[config.mk]
export PLATFORM = sky130hd
export DESIGN_NAME = bm_stream_ctrl
export DESIGN_NICKNAME = d
export VERILOG_FILES = /design/src/rtl/bm_pkg.sv /design/src/rtl/bm_pair_fifo.sv /design/src/rtl/bm_stream_ctrl.sv
export SDC_FILE = /design/constraint.sdc
export NUM_CORES = 1
export LEC_CHECK = 0
export ABC_AREA = 1
export BUFFER_PORTS_ARGS = -buffer_cell sky130_fd_sc_hd__buf_2
export CAP_MARGIN = 20
export CORE_ASPECT_RATIO = 2
export CORE_MARGIN = 3
export CORE_UTILIZATION = 40
export DETAILED_ROUTE_END_ITERATION = 6
export GPL_TIMING_DRIVEN = 0
export PLACE_DENSITY = 0.6
export SYNTH_ARGS = -nofsm -noshare
export SYNTH_HDL_FRONTEND = slang
export SYNTH_HIERARCHICAL = 1
export SYNTH_SLANG_ARGS = --single-unit
[constraint.sdc]
create_clock -name clk -period 5 [get_ports clk]
set_input_delay 0.75 -clock clk [delete_from_list [all_inputs] [get_ports clk]]
set_output_delay 0.75 -clock clk [all_outputs]
set_load 0.01 [all_outputs]
[src/rtl/bm_pkg.sv]
// Shared definitions for the Box-Muller stream controller.
// Provides the controller FSM state type, the {s1,s2} product pair layout
// and default sizing constants used by bm_stream_ctrl and its pair FIFO.
package bm_pkg;

  // Default datapath sample width (the datapath also exists in a 48-bit flavour)
  localparam int BM_OUT_W    = 32;
  // Default cycles from gen_en to a valid product on bm_out1/bm_out2
  localparam int BM_PIPE_LAT = 4;
  // Default pair-FIFO depth in pairs (power of 2)
  localparam int BM_DEPTH    = 4;

  typedef enum logic [1:0] {
    IDLE,
    RUN,
    DRAIN
  } bm_state_t;

  // One captured product pair: s1 = sin product (sent first), s2 = cos product
  typedef struct packed {
    logic [BM_OUT_W-1:0] s1;
    logic [BM_OUT_W-1:0] s2;
  } bm_pair_t;

endpackage

[src/rtl/bm_pair_fifo.sv]
// Small synchronous FIFO holding captured product pairs.
// Ports:
//   clk, rst    clock, asynchronous active-high reset
//   push/data   write one entry (ignored when full)
//   pop         retire the head entry (ignored when empty)
//   head        current head entry, valid whenever empty=0
//   full/empty  occupancy flags derived from the registered count
//   count       registered number of stored entries, 0..DEPTH
// The head is read combinationally so the serialiser can present a pair in
// the cycle right after it is captured; with a handful of entries this maps
// to distributed storage rather than block RAM.
module bm_pair_fifo #(
  parameter int W     = 64,
  parameter int DEPTH = 4
) (
  input  logic                         clk,
  input  logic                         rst,
  input  logic                         push,
  input  logic [W-1:0]                 push_data,
  input  logic                         pop,
  output logic [W-1:0]                 head,
  output logic                         full,
  output logic                         empty,
  output logic [$clog2(DEPTH+1)-1:0]   count
);

  localparam int PW = $clog2(DEPTH);
  localparam int CW = $clog2(DEPTH+1);

  logic [W-1:0]  mem [DEPTH];
  logic [PW-1:0] wr_ptr_reg;
  logic [PW-1:0] rd_ptr_reg;
  logic [CW-1:0] count_reg;
  logic          push_ok;
  logic          pop_ok;

  assign full    = (count_reg == CW'(DEPTH));
  assign empty   = (count_reg == '0);
  assign count   = count_reg;
  assign push_ok = push && !full;
  assign pop_ok  = pop && !empty;
  assign head    = mem[rd_ptr_reg];

  // Storage is not reset; stale contents are never visible because the
  // consumer gates everything with empty.
  always_ff @(posedge clk) begin
    if (push_ok) begin
      mem[wr_ptr_reg] <= push_data;
    end
  end

  always_ff @(posedge clk or posedge rst) begin
    if (rst) begin
      wr_ptr_reg <= '0;
      rd_ptr_reg <= '0;
      count_reg  <= '0;
    end else begin
      if (push_ok) begin
        wr_ptr_reg <= wr_ptr_reg + PW'(1);
      end
      if (pop_ok) begin
        rd_ptr_reg <= rd_ptr_reg + PW'(1);
      end
      // Simultaneous push and pop leaves the count unchanged
      case ({push_ok, pop_ok})
        2'b10:   count_reg <= count_reg + CW'(1);
        2'b01:   count_reg <= count_reg - CW'(1);
        default: count_reg <= count_reg;
      endcase
    end
  end

endmodule

[src/rtl/bm_stream_ctrl.sv]
// Sequencing controller for the Box-Muller Gaussian datapath.
// Issues datapath enables under a credit limit, tracks in-flight pairs with a
// tag shift register matching the datapath latency, captures each
// {bm_out1,bm_out2} pair into a pair FIFO and serialises the pairs onto a
// single valid/ready sample stream (out1 half first, then out2 half).
// Ports:
//   clk, rst            clock, asynchronous active-high reset
//   start, burst_len    begin a burst of burst_len samples (0 = continuous)
//   stop                end continuous mode
//   gen_en              datapath advance/read enable
//   bm_out1, bm_out2    datapath sin / cos products
//   s_data, s_valid     output sample stream
//   s_ready             consumer ready
//   busy                controller not idle
//   done                one-cycle pulse when the burst has fully drained
module bm_stream_ctrl
  import bm_pkg::*;
#(
  parameter int OUT      = 32,
  parameter int PIPE_LAT = BM_PIPE_LAT,
  parameter int DEPTH    = BM_DEPTH,
  parameter int CNT_W    = 16
) (
  input  logic             clk,
  input  logic             rst,
  input  logic             start,
  input  logic [CNT_W-1:0] burst_len,
  input  logic             stop,
  output logic             gen_en,
  input  logic [OUT-1:0]   bm_out1,
  input  logic [OUT-1:0]   bm_out2,
  output logic [OUT-1:0]   s_data,
  output logic             s_valid,
  input  logic             s_ready,
  output logic             busy,
  output logic             done
);

  localparam int IW = $clog2(PIPE_LAT+1);
  localparam int FW = $clog2(DEPTH+1);

  bm_state_t        state_reg;
  bm_state_t        state_next;
  logic             cont_reg;
  logic [CNT_W-1:0] pairs_left_reg;
  logic [CNT_W-1:0] samples_left_reg;
  logic             half_reg;
  logic [PIPE_LAT-1:0] tag_reg;
  logic [PIPE_LAT-1:0] tag_next;
  logic [IW-1:0]    inflight_reg;

  logic [2*OUT-1:0] fifo_head;
  logic             fifo_full;
  logic             fifo_empty;
  logic [FW-1:0]    fifo_count;

  logic             capture;
  logic             credits_ok;
  logic             hs;
  logic             last_odd;
  logic             pop;
  logic             drained;
  logic             accept;
  logic [CNT_W-1:0] pairs_init;

  // ceil(burst_len/2) without needing an extra carry bit
  assign pairs_init = (burst_len >> 1) + {{(CNT_W-1){1'b0}}, burst_len[0]};
  assign accept     = (state_reg == IDLE) && start;
  assign busy       = (state_reg != IDLE);

  // A tag leaving the last stage means the datapath presents its product now
  assign capture    = tag_reg[PIPE_LAT-1];
  // Every issued pair owns a FIFO slot from issue until it is popped, so the
  // FIFO can never overflow at capture time.
  assign credits_ok = (32'(inflight_reg) + 32'(fifo_count)) < 32'(DEPTH);

  assign s_valid  = !fifo_empty;
  assign hs       = s_valid && s_ready;
  // Only the final pair of an odd finite burst is reached with one sample left
  // while its out1 half is still pending; its out2 half is dropped.
  assign last_odd = !cont_reg && (samples_left_reg == CNT_W'(1));
  assign pop      = hs && (half_reg || last_odd);
  assign s_data   = !s_valid ? '0
                  : (half_reg ? fifo_head[OUT-1:0] : fifo_head[2*OUT-1:OUT]);
  assign drained  = (inflight_reg == '0) && fifo_empty && !half_reg;

  // Tag shift register: stage 0 takes gen_en, each later stage its predecessor
  assign tag_next[0] = gen_en;
  generate
    for (genvar gi = 1; gi < PIPE_LAT; gi++) begin : g_tag
      assign tag_next[gi] = tag_reg[gi-1];
    end
  endgenerate

  bm_pair_fifo #(
    .W     (2*OUT),
    .DEPTH (DEPTH)
  ) u_fifo (
    .clk       (clk),
    .rst       (rst),
    .push      (capture && !fifo_full),
    .push_data ({bm_out1, bm_out2}),
    .pop       (pop),
    .head      (fifo_head),
    .full      (fifo_full),
    .empty     (fifo_empty),
    .count     (fifo_count)
  );

  // Next-state and FSM outputs
  always_comb begin
    state_next = state_reg;
    gen_en     = 1'b0;
    done       = 1'b0;
    case (state_reg)
      IDLE: begin
        if (start) begin
          state_next = RUN;
        end
      end
      RUN: begin
        if (cont_reg) begin
          // stop suppresses issue in the same cycle it is seen
          if (stop) begin
            state_next = DRAIN;
          end else begin
            gen_en = credits_ok;
          end
        end else begin
          gen_en = credits_ok && (pairs_left_reg != '0);
          if ((pairs_left_reg == '0) ||
              (gen_en && (pairs_left_reg == CNT_W'(1)))) begin
            state_next = DRAIN;
          end
        end
      end
      DRAIN: begin
        if (drained) begin
          done       = 1'b1;
          state_next = IDLE;
        end
      end
      default: state_next = IDLE;
    endcase
  end

  always_ff @(posedge clk or posedge rst) begin
    if (rst) begin
      state_reg        <= IDLE;
      cont_reg         <= 1'b0;
      pairs_left_reg   <= '0;
      samples_left_reg <= '0;
      half_reg         <= 1'b0;
      tag_reg          <= '0;
      inflight_reg     <= '0;
    end else begin
      state_reg <= state_next;
      tag_reg   <= tag_next;

      if (accept) begin
        cont_reg         <= (burst_len == '0);
        pairs_left_reg   <= pairs_init;
        samples_left_reg <= burst_len;
      end else begin
        if (gen_en && !cont_reg) begin
          pairs_left_reg <= pairs_left_reg - CNT_W'(1);
        end
        if (hs && !cont_reg) begin
          samples_left_reg <= samples_left_reg - CNT_W'(1);
        end
      end

      if (hs) begin
        half_reg <= !half_reg && !last_odd;
      end

      case ({gen_en, capture})
        2'b10:   inflight_reg <= inflight_reg + IW'(1);
        2'b01:   inflight_reg <= inflight_reg - IW'(1);
        default: inflight_reg <= inflight_reg;
      endcase
    end
  end

endmodule

==> results by group <==
Power
  • Pwr dens: 460 nW/µm²
  • Lkg Pwr: 7.09 nW
  • VDD IR-drop max: 349 µV

Critical path
  • CP Class: reg -> out
  • Worst Setup End Kind: output pin
  • WP data required: 4.25 ns
  • Critical-path maximum fanout: 10
  • Startpoint types: flop
  • CP arrival: 2.75 ns

Placement
  • Detailed Place HPWL: 29500 µm
  • Area after DPL: 15800 µm²
  • # port buffers: 120
  • Final Wtd Congestion: between 0.8 and 0.9

Timing
  • Achievable frequency: approximately 0.29 GHz
  • Clock Skew: 0.0194 ns
  • Hold WS: 0.127 ns
  • Period utilization: between 70% and 80%
  • Final Setup Violations: 0
  • RSZ-0062 raised after global routing: no
  • Final Hold Viols: 0
  • Worst-Margin Slew: between 0.8 and 0.9 ns
  • Slew Limit Headroom: a little over two fifths
  • Count of final max-slew check failures: 0
  • Min Tclk post-route: around 3.5 ns

Clocking
  • CTS buffer count: 29
  • TritonCTS clock tree: done
  • CTS H-tree depth: 1
  • Clock insertion delay at the later pin of the skew report: 0.57 ns
  • Hold Buf Count CTS: 0
  • Worst-path clk slew: 0.07 ns
  • Sink Count: 306
  • Postcts setup bufs: 0
  • Post_cts resized: 0
  • Root Buffer: clkbuf_16
  • CTS max path bufs: 3

Final layout
  • Filler Cell Count: 3273
  • Max reg flops: 256
  • Final Net Count: 1675
  • Most common cell after layout, fill and taps aside: nand2_1
  • Layout cells sized above 1: 16.4%
  • Finished Cell Area: 16700 µm²
  • Final Core Density: 47.4%
  • P&R area growth vs syn: 16.0%
  • Most frequent cells in the layout: nand2_1, edfxtp_1, inv_1

GRT
  • GRT Overall Usage: 20.4%
  • Vias in the first global route: 10700
  • First-pass GRT wire length: about 60000 µm
  • GRT overflow: 0
  • M3 GR Usage: 2.37%
  • GRT met2 Usage: 40.9%
  • Initial antenna violation count: 8
  • Met1 Use GR: 19.7%
  • Largest net degree at the start of global routing: 33
  • Most utilized layer in the global route result: met2

Floorplanning
  • Total die area: 38500 µm²
  • CORE AREA: 35300 µm²
  • Die Span X: 140 µm
  • Die height: about 270 µm
  • # rows: 97
  • Initial core utilization: between 40 and 50%
  • IO Pins: between 100 and 150

Synthesis
  • Number of flops mapped to enable cells by yosys: 256
  • Ys flop type: edfxtp_1
  • Synth Instances: roughly 1400
  • Mean post-synth cell area: 10.2 µm²
  • Yosys cell types: 40
  • Syn Std Cell Area: 14400 µm²
  • Post-synthesis sequential area ratio: 62.0%
  • Synth Net Count: 1515
  • Asr flop ratio synth: 16.3%
  • Yosys reg bits: 306
  • Yosys Warn Count: 6

Routing
  • Routed vias: 10500
  • Initial DRC Count: 466
  • DR DRC count: 0
  • Average wire per standard cell: 19.4 µm
  • Antenna viol nets, final: 0
  • DRT Pass-1 Iters: 5
  • Via density: 5.14
  • Final wirelength: 39700 µm

Min path
  • Worst Hold Class: in -> async

Run
  • Max-cap violations: 0

Run status
  • Outcome: completed
[cells by family after synthesis]
family          after synthesis  synth area share [%]
xor+xnor                     12                 0.729
buf+inv                     269                  8.53
flops                       306                  62.0
fa+ha+maj                    17                  1.58
simple gates                596                  17.1
compound gates              213                  10.1
[power by group]
part | internal [mW] | switching (mW) | leakage (nW)
clock | 1.22 | 0.971 | 0.446
sequential | 2.79 | 0.0338 | 2.93
combinational | 0.875 | 1.81 | 3.72
[synthesized netlist by cell type, types with 2 or more instances]
| master | count | area, µm² |
|---|---|---|
| clkbuf_1 | 13 | 48.8 |
| nor4_1 | 3 | 18.8 |
| inv_2 | 6 | 22.5 |
| nor2_2 | 8 | 50.1 |
| nor2_1 | 133 | 499 |
| buf_6 | 24 | 270 |
| edfxtp_1 | 256 | 7690 |
| nand2_4 | 2 | 22.5 |
| nand2_1 | 360 | 1350 |
| o21ai_0 | 57 | 285 |
| nand3_1 | 56 | 280 |
| fa_1 | 2 | 40.0 |
| buf_4 | 4 | 30.0 |
| nand4_1 | 8 | 50.1 |
| a21oi_1 | 6 | 30.0 |
| dfrtp_1 | 50 | 1250 |
| buf_2 | 19 | 95.1 |
| nor2_4 | 2 | 22.5 |
| o221ai_1 | 2 | 17.5 |
| nand3_2 | 2 | 20.0 |
| xnor2_1 | 3 | 26.3 |
| o211ai_1 | 133 | 998 |
| xor2_1 | 9 | 78.8 |
| o22ai_1 | 3 | 18.8 |
| o21ai_2 | 5 | 43.8 |
| ha_1 | 15 | 188 |
| inv_1 | 201 | 754 |
| o21bai_1 | 2 | 15.0 |
| nand2_2 | 7 | 43.8 |
| nand3b_1 | 4 | 30.0 |
| nor3_1 | 9 | 45.0 |
[stage by stage]
stage               TNS, ns  setup WS, ns  power, mW  std cells
finish                    0          1.50       7.70       2041
global route              0          1.46       8.07       2041
CTS                       0          1.49       7.77       2040
detailed placement        0          2.07       5.58       1987
global placement    -383.33         -1.59       5.55       1978
floorplan                 0         0.897       4.46       1413
[final timing paths]
path	start	to	slack (ns)	cells past startpoint
max	u_fifo/count[2]	s_data[22]	1.50	8
min	rst	tag_reg[1]	0.13	2
max reg2reg	half_reg	u_fifo/count[2]	2.07	12
min reg2reg	tag_reg[0]	tag_reg[1]	0.36	0
max in group asynchronous	rst	pairs_left_reg[1]	4.37	3
min in group clk	tag_reg[0]	tag_reg[1]	0.36	0
[final cells by class]
type	instances	area, µm²	area share, %
Inverter	209	786	4.70
Clock buffer	32	737	4.41
Clock inverter	21	196	1.17
Buffer	60	444	2.66
Multi-Input combinational cell	838	4290	25.6
Antenna cell	1	2.50	0.0150
Sequential cell	306	8940	53.4
Timing Repair Buffer	129	781	4.67
Tap cell	445	557	3.33
[routing by layer]
| metal | wire length, µm | part of all wire, % | vias to the layer above |
|---|---|---|---|
| met5 | 82 | 0.21 | - |
| met4 | 2200 | 5.6 | 12 |
| met3 | 1550 | 3.9 | 122 |
| met2 | 22800 | 57 | 292 |
| met1 | 13000 | 33 | 4986 |
| li1 | - | - | 5071 |
[critical path, stage by stage, from the launching register on]
cell      delay, ns
dfrtp_1        0.40
inv_1          0.08
nand3_1        0.18
inv_1          0.08
inv_2          0.21
clkbuf_1       0.38
o21ai_0        0.41
nor2_1         0.27
buf_2          0.17
(Power assumes the default switching activity.)
